==> src/rtl/ms_width_stage.sv <==
// ============================================================================
// Module   : ms_width_stage
// Brief    : Mid/side stereo-width stage. Scales side by a Q2.14 gain over a
//            2-stage valid/ready pipeline. Optional macro MS_WIDTH_RAMP_EN
//            enables a stepped gain ramp FSM instead of immediate gain loads.
// Revision : 1.0 - initial release
// ============================================================================
`default_nettype none

module ms_width_stage #(
  parameter logic [15:0] RAMP_STEP = 16'd64
) (
  input  logic        clk,
  input  logic        rst,
  input  logic        ce,
  input  logic        in_valid,
  output logic        in_ready,
  input  logic [15:0] mid_in,
  input  logic [15:0] side_in,
  input  logic [15:0] gain_tgt,
  input  logic        gain_load,
  output logic        out_valid,
  input  logic        out_ready,
  output logic [15:0] mid_out,
  output logic [15:0] side_out,
  output logic        ramp_busy
);

  localparam logic [15:0] C_UNITY = 16'h4000;

  logic               w_advance;
  logic               w_accept;
  logic               r_v1;
  logic [15:0]        r_mid1;
  logic signed [31:0] r_prod1;
  logic [15:0]        r_gain;
  logic signed [32:0] w_side_x;
  logic signed [32:0] w_gain_x;
  logic signed [32:0] w_prod;
  logic signed [32:0] w_rnd;
  logic signed [18:0] w_shifted;
  logic [15:0]        w_sat;

  assign w_advance = ce & (~out_valid | out_ready);
  assign w_accept  = in_valid & w_advance;
  assign in_ready  = w_advance;

  // Gain is unsigned, so it is zero-extended before the signed multiply.
  assign w_side_x = {{17{side_in[15]}}, side_in};
  assign w_gain_x = {17'd0, r_gain};
  assign w_prod   = w_side_x * w_gain_x;

  assign w_rnd     = {r_prod1[31], r_prod1} + 33'sd8192;
  assign w_shifted = w_rnd[32:14];

  always_comb begin
    w_sat = w_shifted[15:0];
    if (w_shifted > 19'sd32767) begin
      w_sat = 16'h7FFF;
    end else if (w_shifted < -19'sd32768) begin
      w_sat = 16'h8000;
    end
  end

  always_ff @(posedge clk) begin
    if (rst) begin
      r_v1      <= 1'b0;
      r_mid1    <= 16'd0;
      r_prod1   <= 32'sd0;
      out_valid <= 1'b0;
      mid_out   <= 16'd0;
      side_out  <= 16'd0;
    end else if (w_advance) begin
      r_v1      <= in_valid;
      out_valid <= r_v1;
      if (in_valid) begin
        r_mid1  <= mid_in;
        r_prod1 <= w_prod[31:0];
      end
      if (r_v1) begin
        mid_out  <= r_mid1;
        side_out <= w_sat;
      end
    end
  end

`ifdef MS_WIDTH_RAMP_EN
  typedef enum logic [0:0] {S_IDLE = 1'b0, S_RAMP = 1'b1} state_t;

  state_t             r_state;
  logic [15:0]        r_tgt;
  logic signed [17:0] w_diff;
  logic signed [17:0] w_step;

  assign w_diff    = $signed({2'b00, r_tgt}) - $signed({2'b00, r_gain});
  assign w_step    = $signed({2'b00, RAMP_STEP});
  assign ramp_busy = (r_state == S_RAMP);

  always_ff @(posedge clk) begin
    if (rst) begin
      r_state <= S_IDLE;
      r_gain  <= C_UNITY;
      r_tgt   <= C_UNITY;
    end else if (ce) begin
      if (w_accept && r_state == S_RAMP) begin
        if (w_diff > w_step) begin
          r_gain <= r_gain + RAMP_STEP;
        end else if (w_diff < -w_step) begin
          r_gain <= r_gain - RAMP_STEP;
        end else begin
          r_gain  <= r_tgt;
          r_state <= S_IDLE;
        end
      end
      // A coincident load wins the state, but the step above used the old target.
      if (gain_load) begin
        r_tgt   <= gain_tgt;
        r_state <= S_RAMP;
      end
    end
  end
`else
  assign ramp_busy = 1'b0;

  always_ff @(posedge clk) begin
    if (rst) begin
      r_gain <= C_UNITY;
    end else if (ce && gain_load) begin
      r_gain <= gain_tgt;
    end
  end
`endif

endmodule

`default_nettype wire

==> config.mk <==
export PLATFORM = sky130hd
export DESIGN_NAME = ms_width_stage
export DESIGN_NICKNAME = d
export VERILOG_FILES = /design/src/rtl/ms_width_stage.sv
export SDC_FILE = /design/constraint.sdc
export NUM_CORES = 1
export LEC_CHECK = 0
export CORE_MARGIN = 2
export CORE_UTILIZATION = 50
export DETAILED_ROUTE_END_ITERATION = 8
export MAX_ROUTING_LAYER = met4
export PLACE_DENSITY = 0.7
export SYNTH_ARGS = -nofsm -noshare
export SYNTH_HDL_FRONTEND = slang
export SYNTH_SLANG_ARGS = --single-unit
export TNS_END_PERCENT = 5
==> constraint.sdc <==
create_clock -name clk -period 11.95 [get_ports clk]
set_input_delay 2.9875 -clock clk [delete_from_list [all_inputs] [get_ports clk]]
set_output_delay 2.9875 -clock clk [all_outputs]
set_load 0.03 [all_outputs]
==> metrics.log <==
[metrics] run status: completed
[metrics] total congestion overflow after global routing: 0
[metrics] Register-to-Register Setup Slack: around 5.4 ns
[metrics] final sum of negative setup slack: 0 ns
[metrics] final weighted congestion in routability-driven placement: 0.8984
[metrics] Crit path arrival time: 9.47 ns
[metrics] final hold violations: 0
[metrics] largest area contributor in the netlist: fa_1
[metrics] Crit-path slowest cell: clkdlybuf4s50_1
[metrics] number of nets produced by synthesis: around 1700
[metrics] clock transition at the registers of the reported paths: around 0.070 ns
[metrics] Worst Setup Path Type: input port to register
[metrics] final core utilization: 57.10%
[metrics] Min-Delay Path Class: register to register
[metrics] peak ir drop on the vdd network: 0.09654 mV
[metrics] Max-slew headroom: 29.48%
[metrics] met1 track demand over resource in global routing: between 30% and 40%
[metrics] Most Crowded Layer GR: met2
[metrics] met3 Use GR: about 5.3%
[metrics] cell area after synthesis: 11590 um2
[metrics] number of flops mapped to enable cells by yosys: 0
[metrics] Synth Register Bits: 85
[metrics] starting density of the core: 51.02%
[metrics] Critical Path Most Common Cell: fa_1
[metrics] Max clock buf depth: 2
[metrics] Clock Latency Late Sink: 0.35 ns
[metrics] number of buffers inserted to repair setup after CTS: 0
[metrics] vias in the first global route: 9581
[metrics] num ports: between 80 and 90
[metrics] number of gates resized after cts: 0
[metrics] slowest stage delay, CP: 0.72 ns
[metrics] wire length of the first global-routing pass: 48.49 mm
[metrics] sort of element at the start of the critical path: input port
[metrics] Total Nets Final: 1765
[metrics] top cell type's share of synthesized area: 33.35%
[metrics] antenna violations before repair: 0
[metrics] syn_area_per_cell: 8.538 um2
[metrics] power density over cell area: 115.3 nW/um2
[metrics] Top Family by Delay on Critical Path: adder cells
[metrics] Min-Delay Startpoint: r_mid1[6]
[metrics] count of input and output buffers: 87
[metrics] Final setup violation count: 0
[metrics] Site Rows: 55
[metrics] number of library cell types mapped by synthesis: 51
[metrics] die area: about 24000 um2
[metrics] DRC: 0
[metrics] DP Wirelength: 21.64 mm
[metrics] gate count after technology mapping: 1357
[metrics] Fmax: approximately 0.11 GHz
[metrics] Ant. Diodes: 0
[metrics] most numerous cell types in the synthesized netlist: nand2_1 (260), inv_1 (229), fa_1 (193)
[metrics] launch point of the worst reg-to-reg path: r_gain[6]
[metrics] total core area: approximately 23000 um2
[metrics] Min Clock Period, post-route: 9.273 ns
[metrics] area growth from synthesis to final layout: 11.91%
[metrics] Tightest Pin Transition: roughly 1.1 ns
[metrics] footprint of the multi-input gates: 8787 um2
[metrics] critical path, cell by cell: clkdlybuf4s50_1 > and2_1 > fa_1 > inv_1 > fa_1 > inv_1 > fa_1 > fa_1 > fa_1 > inv_1 > fa_1 > inv_1 > ha_1 > a22oi_1 > o211ai_1 > a221oi_2 > o211ai_2 > a31o_4 > a21oi_4 > mux2i_1 > a211oi_2
[metrics] clock tree sinks: 85
[metrics] beginning of the critical path: side_in[12]
[metrics] detailed-route via count: 8933
[metrics] number of nets with antenna violations after detailed routing: 0
[metrics] GRT Total Usage: 25.73%
[metrics] warnings from Yosys: 0
[metrics] number of filler cells placed in the layout: 2069
[metrics] floorplan die height: 156.2 um
[metrics] met2 track utilization from global routing: between 30% and 40%
[metrics] die outline width: between 150 and 200 um
[metrics] skew final: 0.01288 ns
[metrics] clock tree from TritonCTS: done
[metrics] number of search-and-repair iterations in the first detailed-routing pass: 5
[metrics] post-detailed-route via-to-cell ratio: 5.276
[metrics] biggest area contributors in the synthesized netlist: fa_1 (33%), dfxtp_1 (15%), ha_1 (12%)
[metrics] fraction of registers with async set or reset after synthesis: 0%
[metrics] crit end category: register
[metrics] Root Buffer: clkbuf_16
[metrics] H-tree depth reported by CTS: 3
[metrics] number of max-cap violations: 0
[metrics] part of the cycle the worst path needs: 77.59%
[metrics] most repeated cell in the gate-level netlist after synthesis: nand2_1
[metrics] number of design-rule violations left by the first detailed-router iteration: roughly 660
[metrics] Critical Path RT: approximately 12 ns
[metrics] leakage power total: 6.119 nW
[metrics] cts hold-fix bufs: 0
[metrics] total buffers and inverters traversed by the critical path: 5
[metrics] ratio of cells with drive above 1 in the final layout: approximately 2.5%
[metrics] RSZ-0062 raised after global routing: false
[metrics] most instantiated flip-flop cell in the synthesis netlist: dfxtp_1
[metrics] maximum number of pins on one net before global-route repair: 70
[metrics] sequential area share after synthesis: around 15%
[metrics] average detailed-routed wire length per instance: 16.53 um
[metrics] total length of routed wires: roughly 28 mm
[metrics] sequential standard cell area: 1702 um2
[metrics] number of pins exceeding their max-slew limit in the final report: 0
[metrics] largest fanout on the critical path: 16
[metrics] Inserted Clock Buffers: 9
area by class of cell:
| type | count | area share [%] |
|---|---|---|
| multi-input combinational | 982 | 67.77 |
| sequential | 85 | 13.12 |
| timing repair buffer | 96 | 7.199 |
| inverter | 229 | 6.629 |
| tap | 285 | 2.750 |
| clock buffer | 9 | 1.737 |
| clock inverter | 7 | 0.7913 |
cells in the final DEF (no fill, tap or decap), drive strengths merged, types with 3 or more instances in the layout:
master,n
a21o,9
a21oi,77
a31oi,9
and2,119
and3,5
and4,6
buf,10
clkbuf,9
clkdlybuf4s50,86
dfxtp,85
fa,193
ha,115
inv,232
nand2,260
nand2b,8
nand3,19
nand4,8
nor2,40
nor2b,3
nor3,29
o211ai,4
o21ai,20
o22ai,3
xnor2,19
xor2,9
worst min-delay path, cell delays in order, from the launching register on:
cell	delay, ns
dfxtp_1	0.31
nand2_1	0.05
a21oi_1	0.05
final timing paths:
path / end / cells past startpoint
setup / recovery: r_prod1[31] / 21
hold / removal: mid_out[6] / 2
setup reg to reg: r_prod1[31] / 19
hold reg to reg: mid_out[6] / 2
cells by family (layout without fill, tap and decap cells):
logic type	after synthesis	in the layout	share of synthesized area, %
buf+inv	290	341	9.471
flops	85	85	14.69
mux	2	2	0.1728
simple gates	505	505	20.48
xor+xnor	28	28	2.117
other cells	1	1	0.03237
fa+ha+maj	308	308	45.77
compound gates	138	138	7.279
metrics by stage:
stage                     hold WS, ns  worst slack (ns)  std cells  instance area (um2)  total power [mW]
final                          0.4513             2.677       1693                12970             1.495
after global routing           0.4721             2.423       1693                12970             1.640
after CTS                      0.4525             2.727       1693                12970             1.504
after detailed placement       0.4435             2.361       1677                12640             1.178
after global placement         0.4362             2.479       1677                12640             1.164
after floorplan                0.4322             3.509       1357                11590            0.9624
flip-flops by register name, summed over array words and instances, names as in the netlist:
register and cells:
mid_out 16, out_valid 1, r_gain 16, r_mid1 16, r_prod1 19, r_v1 1
side_out 16
metal layers:
| layer | wire length (um) | part of all wire (%) | vias up |
|---|---|---|---|
| met5 | 0 | 0 | - |
| met4 | 351 | 1.3 | 0 |
| met3 | 2092 | 7.5 | 24 |
| met2 | 12480 | 45 | 280 |
| met1 | 13060 | 47 | 4351 |
| li1 | - | - | 4278 |
power breakdown:
part,switching (mW),internal (mW),leakage (nW)
clock network,0.126,0.186,0.162
registers,0.0423,0.310,0.693
logic,0.479,0.352,5.26
(Power assumes the default switching activity.)
